===== src/rtl/control_output_schedule.sv =====
// ============================================================================
// Module   : control_output_schedule
// Brief    : Two-queue (TS/BE) descriptor scheduler feeding control_tx with
//            strict TS>BE priority and a post-issue guard window.
//            Optional macro CONTROL_OS_STAT_EN adds 16-bit per-queue drop counters.
// Revision : 1.0 - initial release
// ============================================================================
`default_nettype none

module control_output_schedule_fifo #(
    parameter int DEPTH = 16,
    parameter int WIDTH = 14
) (
    input  logic                     i_clk,
    input  logic                     i_rst,
    input  logic                     i_push,
    input  logic [WIDTH-1:0]         i_din,
    input  logic                     i_pop,
    output logic [WIDTH-1:0]         o_head,
    output logic [$clog2(DEPTH):0]   o_usedw,
    output logic                     o_drop
);

    localparam int              c_AW   = $clog2(DEPTH);
    localparam int              c_UW   = c_AW + 1;
    localparam logic [c_UW-1:0] c_FULL = c_UW'(DEPTH);
    localparam logic [c_UW-1:0] c_ONE  = c_UW'(1);
    localparam logic [c_AW-1:0] c_PINC = c_AW'(1);

    logic [WIDTH-1:0] r_mem [DEPTH];
    logic [c_AW-1:0]  r_wr_ptr;
    logic [c_AW-1:0]  r_rd_ptr;
    logic [c_UW-1:0]  r_usedw;
    logic             r_drop;
    logic             w_push_ok;
    logic             w_pop_ok;

    // Fullness is judged on the registered count, so a same-cycle pop never rescues a push.
    assign w_push_ok = i_push && (r_usedw != c_FULL);
    assign w_pop_ok  = i_pop && (r_usedw != '0);

    always_ff @(posedge i_clk) begin
        if (w_push_ok) begin
            r_mem[r_wr_ptr] <= i_din;
        end
    end

    always_ff @(posedge i_clk) begin
        if (i_rst) begin
            r_wr_ptr <= '0;
            r_rd_ptr <= '0;
            r_usedw  <= '0;
            r_drop   <= 1'b0;
        end else begin
            if (w_push_ok) begin
                r_wr_ptr <= r_wr_ptr + c_PINC;
            end
            if (w_pop_ok) begin
                r_rd_ptr <= r_rd_ptr + c_PINC;
            end
            r_drop <= i_push && !w_push_ok;
            case ({w_push_ok, w_pop_ok})
                2'b10:   r_usedw <= r_usedw + c_ONE;
                2'b01:   r_usedw <= r_usedw - c_ONE;
                default: r_usedw <= r_usedw;
            endcase
        end
    end

    assign o_head  = r_mem[r_rd_ptr];
    assign o_usedw = r_usedw;
    assign o_drop  = r_drop;

endmodule

module control_output_schedule #(
    parameter int TS_DEPTH     = 16,
    parameter int BE_DEPTH     = 32,
    parameter int GUARD_CYCLES = 2
) (
    input  logic                        i_clk,
    input  logic                        i_rst,
    input  logic [13:0]                 iv_ts_descriptor,
    input  logic                        i_ts_descriptor_wr,
    input  logic [13:0]                 iv_be_descriptor,
    input  logic                        i_be_descriptor_wr,
    input  logic                        i_pkt_descriptor_ready,
    output logic [13:0]                 ov_pkt_descriptor,
    output logic                        o_pkt_descriptor_wr,
    output logic [$clog2(TS_DEPTH):0]   ov_ts_usedw,
    output logic [$clog2(BE_DEPTH):0]   ov_be_usedw,
    output logic                        o_ts_drop_pulse,
    output logic                        o_be_drop_pulse
`ifdef CONTROL_OS_STAT_EN
    ,
    output logic [15:0]                 ov_ts_drop_cnt,
    output logic [15:0]                 ov_be_drop_cnt
`endif
);

    localparam int             c_GW         = (GUARD_CYCLES > 1) ? $clog2(GUARD_CYCLES) : 1;
    localparam logic [c_GW-1:0] c_GUARD_LOAD = c_GW'(GUARD_CYCLES - 1);
    localparam logic [c_GW-1:0] c_GUARD_DEC  = c_GW'(1);
    localparam logic [0:0]     c_ST_IDLE    = 1'b0;
    localparam logic [0:0]     c_ST_GUARD   = 1'b1;

    logic [13:0]               w_ts_head;
    logic [13:0]               w_be_head;
    logic [$clog2(TS_DEPTH):0] w_ts_usedw;
    logic [$clog2(BE_DEPTH):0] w_be_usedw;
    logic                      w_ts_drop;
    logic                      w_be_drop;

    logic [0:0]                r_state;
    logic [0:0]                w_state_next;
    logic [c_GW-1:0]           r_guard_cnt;
    logic                      w_issue;
    logic                      w_pop_ts;
    logic                      w_pop_be;
    logic [13:0]               w_issue_desc;
    logic [13:0]               r_pkt_desc;
    logic                      r_pkt_wr;

    control_output_schedule_fifo #(
        .DEPTH (TS_DEPTH),
        .WIDTH (14)
    ) u_ts_fifo (
        .i_clk   (i_clk),
        .i_rst   (i_rst),
        .i_push  (i_ts_descriptor_wr),
        .i_din   (iv_ts_descriptor),
        .i_pop   (w_pop_ts),
        .o_head  (w_ts_head),
        .o_usedw (w_ts_usedw),
        .o_drop  (w_ts_drop)
    );

    control_output_schedule_fifo #(
        .DEPTH (BE_DEPTH),
        .WIDTH (14)
    ) u_be_fifo (
        .i_clk   (i_clk),
        .i_rst   (i_rst),
        .i_push  (i_be_descriptor_wr),
        .i_din   (iv_be_descriptor),
        .i_pop   (w_pop_be),
        .o_head  (w_be_head),
        .o_usedw (w_be_usedw),
        .o_drop  (w_be_drop)
    );

    always_ff @(posedge i_clk) begin
        if (i_rst) begin
            r_state     <= c_ST_IDLE;
            r_guard_cnt <= '0;
        end else begin
            r_state <= w_state_next;
            if (w_issue) begin
                r_guard_cnt <= c_GUARD_LOAD;
            end else if ((r_state == c_ST_GUARD) && (r_guard_cnt != '0)) begin
                r_guard_cnt <= r_guard_cnt - c_GUARD_DEC;
            end
        end
    end

    always_comb begin
        w_state_next = r_state;
        case (r_state)
            c_ST_IDLE:  if (w_issue) w_state_next = c_ST_GUARD;
            c_ST_GUARD: if (r_guard_cnt == '0) w_state_next = c_ST_IDLE;
            default:    w_state_next = c_ST_IDLE;
        endcase
    end

    // Priority looks only at registered occupancy; a same-cycle TS push cannot preempt a BE pick.
    always_comb begin
        w_issue      = 1'b0;
        w_pop_ts     = 1'b0;
        w_pop_be     = 1'b0;
        w_issue_desc = w_be_head;
        if ((r_state == c_ST_IDLE) && i_pkt_descriptor_ready &&
            ((w_ts_usedw != '0) || (w_be_usedw != '0))) begin
            w_issue = 1'b1;
            if (w_ts_usedw != '0) begin
                w_pop_ts     = 1'b1;
                w_issue_desc = w_ts_head;
            end else begin
                w_pop_be     = 1'b1;
            end
        end
    end

    always_ff @(posedge i_clk) begin
        if (i_rst) begin
            r_pkt_desc <= '0;
            r_pkt_wr   <= 1'b0;
        end else begin
            r_pkt_wr <= w_issue;
            if (w_issue) begin
                r_pkt_desc <= w_issue_desc;
            end
        end
    end

    assign ov_pkt_descriptor   = r_pkt_desc;
    assign o_pkt_descriptor_wr = r_pkt_wr;
    assign ov_ts_usedw         = w_ts_usedw;
    assign ov_be_usedw         = w_be_usedw;
    assign o_ts_drop_pulse     = w_ts_drop;
    assign o_be_drop_pulse     = w_be_drop;

`ifdef CONTROL_OS_STAT_EN
    logic [15:0] r_ts_drop_cnt;
    logic [15:0] r_be_drop_cnt;

    always_ff @(posedge i_clk) begin
        if (i_rst) begin
            r_ts_drop_cnt <= '0;
            r_be_drop_cnt <= '0;
        end else begin
            if (w_ts_drop) r_ts_drop_cnt <= r_ts_drop_cnt + 16'd1;
            if (w_be_drop) r_be_drop_cnt <= r_be_drop_cnt + 16'd1;
        end
    end

    assign ov_ts_drop_cnt = r_ts_drop_cnt;
    assign ov_be_drop_cnt = r_be_drop_cnt;
`endif

endmodule

`default_nettype wire


===== config.mk =====
export PLATFORM = sky130hd
export DESIGN_NAME = control_output_schedule
export DESIGN_NICKNAME = d
export VERILOG_FILES = /design/src/rtl/control_output_schedule.sv
export SDC_FILE = /design/constraint.sdc
export NUM_CORES = 1
export LEC_CHECK = 0
export ABC_CLOCK_PERIOD_IN_PS = 8050
export BUFFER_PORTS_ARGS = -buffer_cell sky130_fd_sc_hd__buf_2
export CAP_MARGIN = 5
export CORE_UTILIZATION = 60
export CTS_CLUSTER_SIZE = 10
export DETAILED_ROUTE_END_ITERATION = 12
export PLACE_DENSITY_LB_ADDON = 0.1
export SYNTH_ARGS = -nofsm -noshare
export SYNTH_HDL_FRONTEND = slang
export SYNTH_SLANG_ARGS = --single-unit

===== constraint.sdc =====
create_clock -name i_clk -period 8.05 [get_ports i_clk]
set_input_delay 0.4025 -clock i_clk [delete_from_list [all_inputs] [get_ports i_clk]]
set_output_delay 0.4025 -clock i_clk [all_outputs]
set_load 0.02 [all_outputs]

# Yosys cells after proc, flatten, opt, wreduce, memory -nomap -nowiden

Memory sizes are Yosys's and may differ from the RTL's. A register that Yosys moved wholly into a read port is not among the register bits.
Cells that the tools add are included.

Register bits: 48
RAM bits: 672
Output and inout bits: 28
Logic and storage cells: 69
Memories kept: 2

Add/subtract/negate cells: 9
Equal/unequal tests: 6
Mux-type cells: 22
Bitwise gates (word level): 1
Reductions and logical operators: 17

Memories:

| memory          | depth | bits a word | rd ports | clocked after memory_dff | wr ports | RTL line | RTL |
|---|---|---|---|---|---|---|---|
| u_be_fifo.r_mem | 32    | 14          | 1        | 1                        | 1        | 30       | `logic [WIDTH-1:0] r_mem [DEPTH];` |
| u_ts_fifo.r_mem | 16    | 14          | 1        | 1                        | 1        | 30       |  |

Operators with widths:

| cell                                             | number |
|---|---|
| two-way mux 14 bit                               | 2 |
| adder 5 x 1 -> 5 bit, second input constant      | 3 |
| two-way mux 1 bit                                | 13 |
| one-hot mux 6 bit (2 select lines)               | 1 |
| two-way mux 5 bit                                | 2 |
| one-hot mux 5 bit (2 select lines)               | 1 |
| logical AND 1 bit                                | 9 |
| adder 4 x 1 -> 4 bit, second input constant      | 2 |
| two-way mux 4 bit                                | 2 |
| adder 6 x 1 -> 6 bit, second input constant      | 1 |
| != test 6 bit, second input constant             | 1 |
| nonzero test 2 bit                               | 3 |
| nonzero test 6 bit                               | 1 |
| subtractor 6 x 1 -> 6 bit, second input constant | 1 |
| != test 5 bit, second input constant             | 1 |
| nonzero test 5 bit                               | 1 |
| subtractor 5 x 1 -> 5 bit, second input constant | 1 |
| == test 2 x 1 -> 1 bit, second input constant    | 2 |
| == test 2 bit, second input constant             | 2 |
| logical NOT 1 bit                                | 2 |
| one-hot mux 1 bit (2 select lines)               | 1 |
| logical OR 1 bit                                 | 1 |
| inverter 1 bit                                   | 1 |
| subtractor 1 bit, second input constant          | 1 |

# Logic depth before layout (Yosys ltp)

Depth after elaboration: 7
Mapped depth: 14
Depth with buffers taken out: 12

# Hierarchy

Synthesis repeated with hierarchy kept, for this count alone.

Cell total of the unflattened synthesis: 1,496
Area, all modules: 28,751.3 um2

By module, submodules not included:

| module                                    | instances | cells each | area an instance (um2) | sequential area each (um2) |
|---|---|---|---|---|
| control_output_schedule_fifo at u_be_fifo | 1         | 967        | 18,430.2               | 13,893.3 |
| control_output_schedule_fifo at u_ts_fifo | 1         | 431        | 9,365.2                | 7,086.8 |
| control_output_schedule                   | 1         | 98         | 955.9                  | 340.3 |

# Worst setup path before layout

No wires, ideal clock.

Kind: register -> register
From: register u_be_fifo.r_usedw[1], in the netlist u_be_fifo.o_usedw[1]
To: register u_be_fifo.r_usedw[4], in the netlist u_be_fifo.o_usedw[4]
Library setup time: 0.132 ns
Data arrival time: 3.023 ns
Data required time: 7.918 ns
Slack: 4.895 ns
Stages on the path, launching flop included: 15
Buffers on the path: 2
Path through: dfxtp_1 -> or3_4 -> or4_1 -> buf_2 -> nand2_1 -> inv_1 -> ha_1 -> clkbuf_1 -> xor2_1 -> ha_1 -> a21oi_1 -> o22ai_1 -> a222oi_1 -> or3_1 -> a21oi_1

Cells in the longest elaborated chain, start to end: 7
Elaborated cells on any way between the ends: 13
Classes of those cells: 2 x add/sub; 3 x eq/ne; 2 x mux; 6 x reduce/logical

Ends and longest elaborated chain:

| element                                                                         | RTL line | RTL |
|---|---|---|
| start: declaration                                                              | 33       | `logic [c_UW-1:0] r_usedw;` |
| start signal: assignment                                                        | 63       | `2'b10: r_usedw <= r_usedw + c_ONE;` |
| start signal: assignment                                                        | 64       | `2'b01: r_usedw <= r_usedw - c_ONE;` |
| start signal: assignment                                                        | 65       | `default: r_usedw <= r_usedw;` |
| nonzero test 6 bit                                                              | 40, 182  |  |
| logical OR 1 bit                                                                | 182      | `((w_ts_usedw != '0) \|\| (w_be_usedw != '0))) begin` |
| logical AND 1 bit                                                               | 181      | `if ((r_state == c_ST_IDLE) && i_pkt_descriptor_ready &&` |
| two-way mux 1 bit                                                               | 181      |  |
| logical AND 1 bit                                                               | 40       | `assign w_pop_ok = i_pop && (r_usedw != '0);` |
| == test 2 x 1 -> 1 bit / == test 2 bit (equally long branches)                  | 62       | `case ({w_push_ok, w_pop_ok})` |
| one-hot mux 6 bit (2 select lines) / nonzero test 2 bit (equally long branches) | --       |  |

Several ways; a longest one is shown, not always the timed one.
A chain may end at the register's enable or synchronous reset.

==> out/qor.yml <==
status:
  outcome: "finished, final reports clean"
power_and_ir_drop:
  power_density_nw_per_um2: 293
  p_total_w: 0.00931
  ir_drop_uv: 212
  power_leakage_nw: 9.92
setup_path:
  critPathKind: "flip-flop to flip-flop"
  crit_fanout: 62
  ff2ff_setup_slack_ns: 4.59
  crit_required_ns: 8.47
  worst_setup_path_end_kind: "flip-flop"
  worst_setup_path_start_kind: "flip-flop"
  crit_arrival_ns: 3.88
cells_and_area:
  final_cell_mix: "672 x edfxtp_1, 168 x mux4_2, 109 x nor2_1, 84 x clkbuf_16"
  syn_to_final_growth_pct: 11.9
  diodes: 0
  nets: 1547
  final_common_cell: "edfxtp_1"
  final_util_pct: 68.2
  fin_cells: 2140
  drive_gt1_share_pct: 27.0
route:
  drt-vias-per-instance: 6.47
  drc: 0
  routed_wl_um: 60900
  drtAntennaViolNets: 0
  drt-wirelength-per-cell_um: 28.5
  drtPass1Iterations: 5
  drt_iter0_drc: 1497
  vias: 13900
clock_tree:
  ctsResizeCount: 0
  cts-hold-fix-buffers: 0
  numCtsBuffers: 83
  clk_pin_slew_ns: 0.06
  cts_root_buf: "clkbuf_16"
  cts_sinks: 729
  cts.path.max_buffers: 3
  clk_latency_ns: 0.61
  post_cts_buffers: 0
  htree_levels: 3
  cts_tree: "built"
sta:
  skew_ns: 0.0212
  tightest_slew_ns: 1.13
  finalMaxSlewViolations: 0
  period_minus_slack_ns: 3.46
  finalHoldViolations: 0
  fmax_ghz: 0.289
  relSlewSlack_pct: 24.9
  finalHoldWorstSlack_ns: 0.0917
  grt_setup_unrepaired: "false"
  tns_ns: 0
  setup_viol: 0
  period_share_pct: 43.0
synthesis:
  netlist_instances: 1378
  synth_seq_area_share_pct: 75.1
  synth_edf_count: 672
  synth.distinct_cells: 54
  synth_nets: 1429
  ys_ff_latch: 729
  netlist_area_um2: 28400
  postSynthAreaPerCell_um2: 20.6
  synth-main-ff-cell: "edfxtp_1"
  async_flop_share_pct: 0
  yosysWarnings: 0
global_routing:
  grt_pass1_vias: 13500
  grt_usage_pct: 26.0
  overflow: 0
  antenna_found_initial: 3
  grt_max_degree: 63
  grt_pass1_wl_um: 88400
die:
  die_x_um: 219
  die-area_um2: 48200
  io_pins: 61
  initial_utilization_pct: 61.0
  rows: 79
  fp.coreArea_um2: 46600
  dieHeight_um: 219
place:
  dpl.cell_count: 2018
  dp_hpwl_um: 35900
  place_congestion: 0.783
  io_buffers: 60
worst_hold_path:
  min_from: "i_ts_descriptor_wr"
  min_path_type: "input port to flip-flop"
run:
  drv_cap: 0
logic make-up (layout without fill, tap and decap cells):
kind of cell | count (synthesis) | in the layout | synth area share [%]
and+or+nand+nor | 195 | 195 | 3.29
muxes | 230 | 230 | 15.5
xor gates and xnor gates | 21 | 21 | 0.648
buffers and inverters | 83 | 238 | 1.57
adders and majority gates | 18 | 18 | 0.820
AOI/OAI and AO/OA | 102 | 102 | 3.02
DFF | 729 | 729 | 75.1
final timing paths:
check	endpoint	cells past startpoint
max	ov_pkt_descriptor[3]$_SDFFE_PP0N_	5
min	u_ts_fifo.o_drop$_SDFF_PP0_	2
max reg2reg	ov_pkt_descriptor[3]$_SDFFE_PP0N_	5
min reg2reg	r_state$_SDFF_PP0_	2
stage by stage:
| stage | setup slack [ns] | cell area, um2 |
|---|---|---|
| after global placement | 4.68 | 29500 |
| after floorplan | 4.90 | 28400 |
| after global routing | 4.39 | 31800 |
| final | 4.59 | 31800 |
| after CTS | 4.62 | 31800 |
| after detailed placement | 4.64 | 29500 |
layer usage:
layer  routed length [um]  global-route usage (%)
met5                   43                       0
met4                 1340                    7.75
met3                 4980                    4.75
met2                28200                    39.0
met1                26400                    39.7
critical path, stage by stage, from the launching register on:
cell       delay (ns)
dfxtp_4          0.90
buf_4            0.93
mux4_2           0.60
mux2i_1          0.38
a221o_1          0.26
a2111oi_2        0.08
state kept, by name, summed over array words and instances (netlist names), 4 cells and up, named ones only:
| register | count |
|---|---|
| u_ts_fifo.r_wr_ptr | 4 |
| ov_pkt_descriptor | 14 |
| u_be_fifo.r_rd_ptr | 5 |
| u_ts_fifo.r_rd_ptr | 4 |
| u_ts_fifo.o_usedw | 5 |
| u_be_fifo.r_mem | 448 |
| u_be_fifo.o_usedw | 6 |
| u_ts_fifo.r_mem | 224 |
| u_be_fifo.r_wr_ptr | 5 |
synth_stat cells (3+ instances only):
cell | n | area [um2]
edfxtp_1 | 672 | 20200
mux4_2 | 168 | 3780
nor2_1 | 119 | 447
mux2i_1 | 60 | 601
dfxtp_1 | 57 | 1140
o22ai_1 | 29 | 181
buf_2 | 26 | 130
clkbuf_1 | 24 | 90.1
nand2_1 | 19 | 71.3
a21oi_1 | 17 | 85.1
ha_1 | 17 | 213
xor2_1 | 15 | 131
a2111oi_2 | 14 | 210
a221o_1 | 14 | 140
a32o_1 | 14 | 140
buf_4 | 13 | 97.6
inv_1 | 10 | 37.5
nand2b_1 | 10 | 62.6
nor3_1 | 8 | 40.0
buf_6 | 7 | 78.8
xnor2_1 | 6 | 52.6
nand3b_1 | 5 | 37.5
or3_1 | 5 | 31.3
nand3_1 | 4 | 20.0
nand4_1 | 4 | 25.0
o21ai_0 | 4 | 20.0
buf_1 | 3 | 11.3
nor2b_1 | 3 | 18.8
layout make-up:
type | instances | area, um2
fill | 2878 | 14800
sequential | 729 | 21300
timing repair buffer | 106 | 646
clock inverter | 7 | 78.8
tap | 607 | 759
clock buffer | 115 | 2220
inverter | 10 | 37.5
multi-input combinational | 566 | 6690
power breakdown:
group          internal (W)  total [W]  switching [W]
Clock               0.00190    0.00327        0.00137
Combinational      0.000652    0.00162       0.000971
Sequential          0.00428    0.00442       0.000141
Total               0.00683    0.00931        0.00248
No activity file was read; power rests on OpenSTA's default activity.
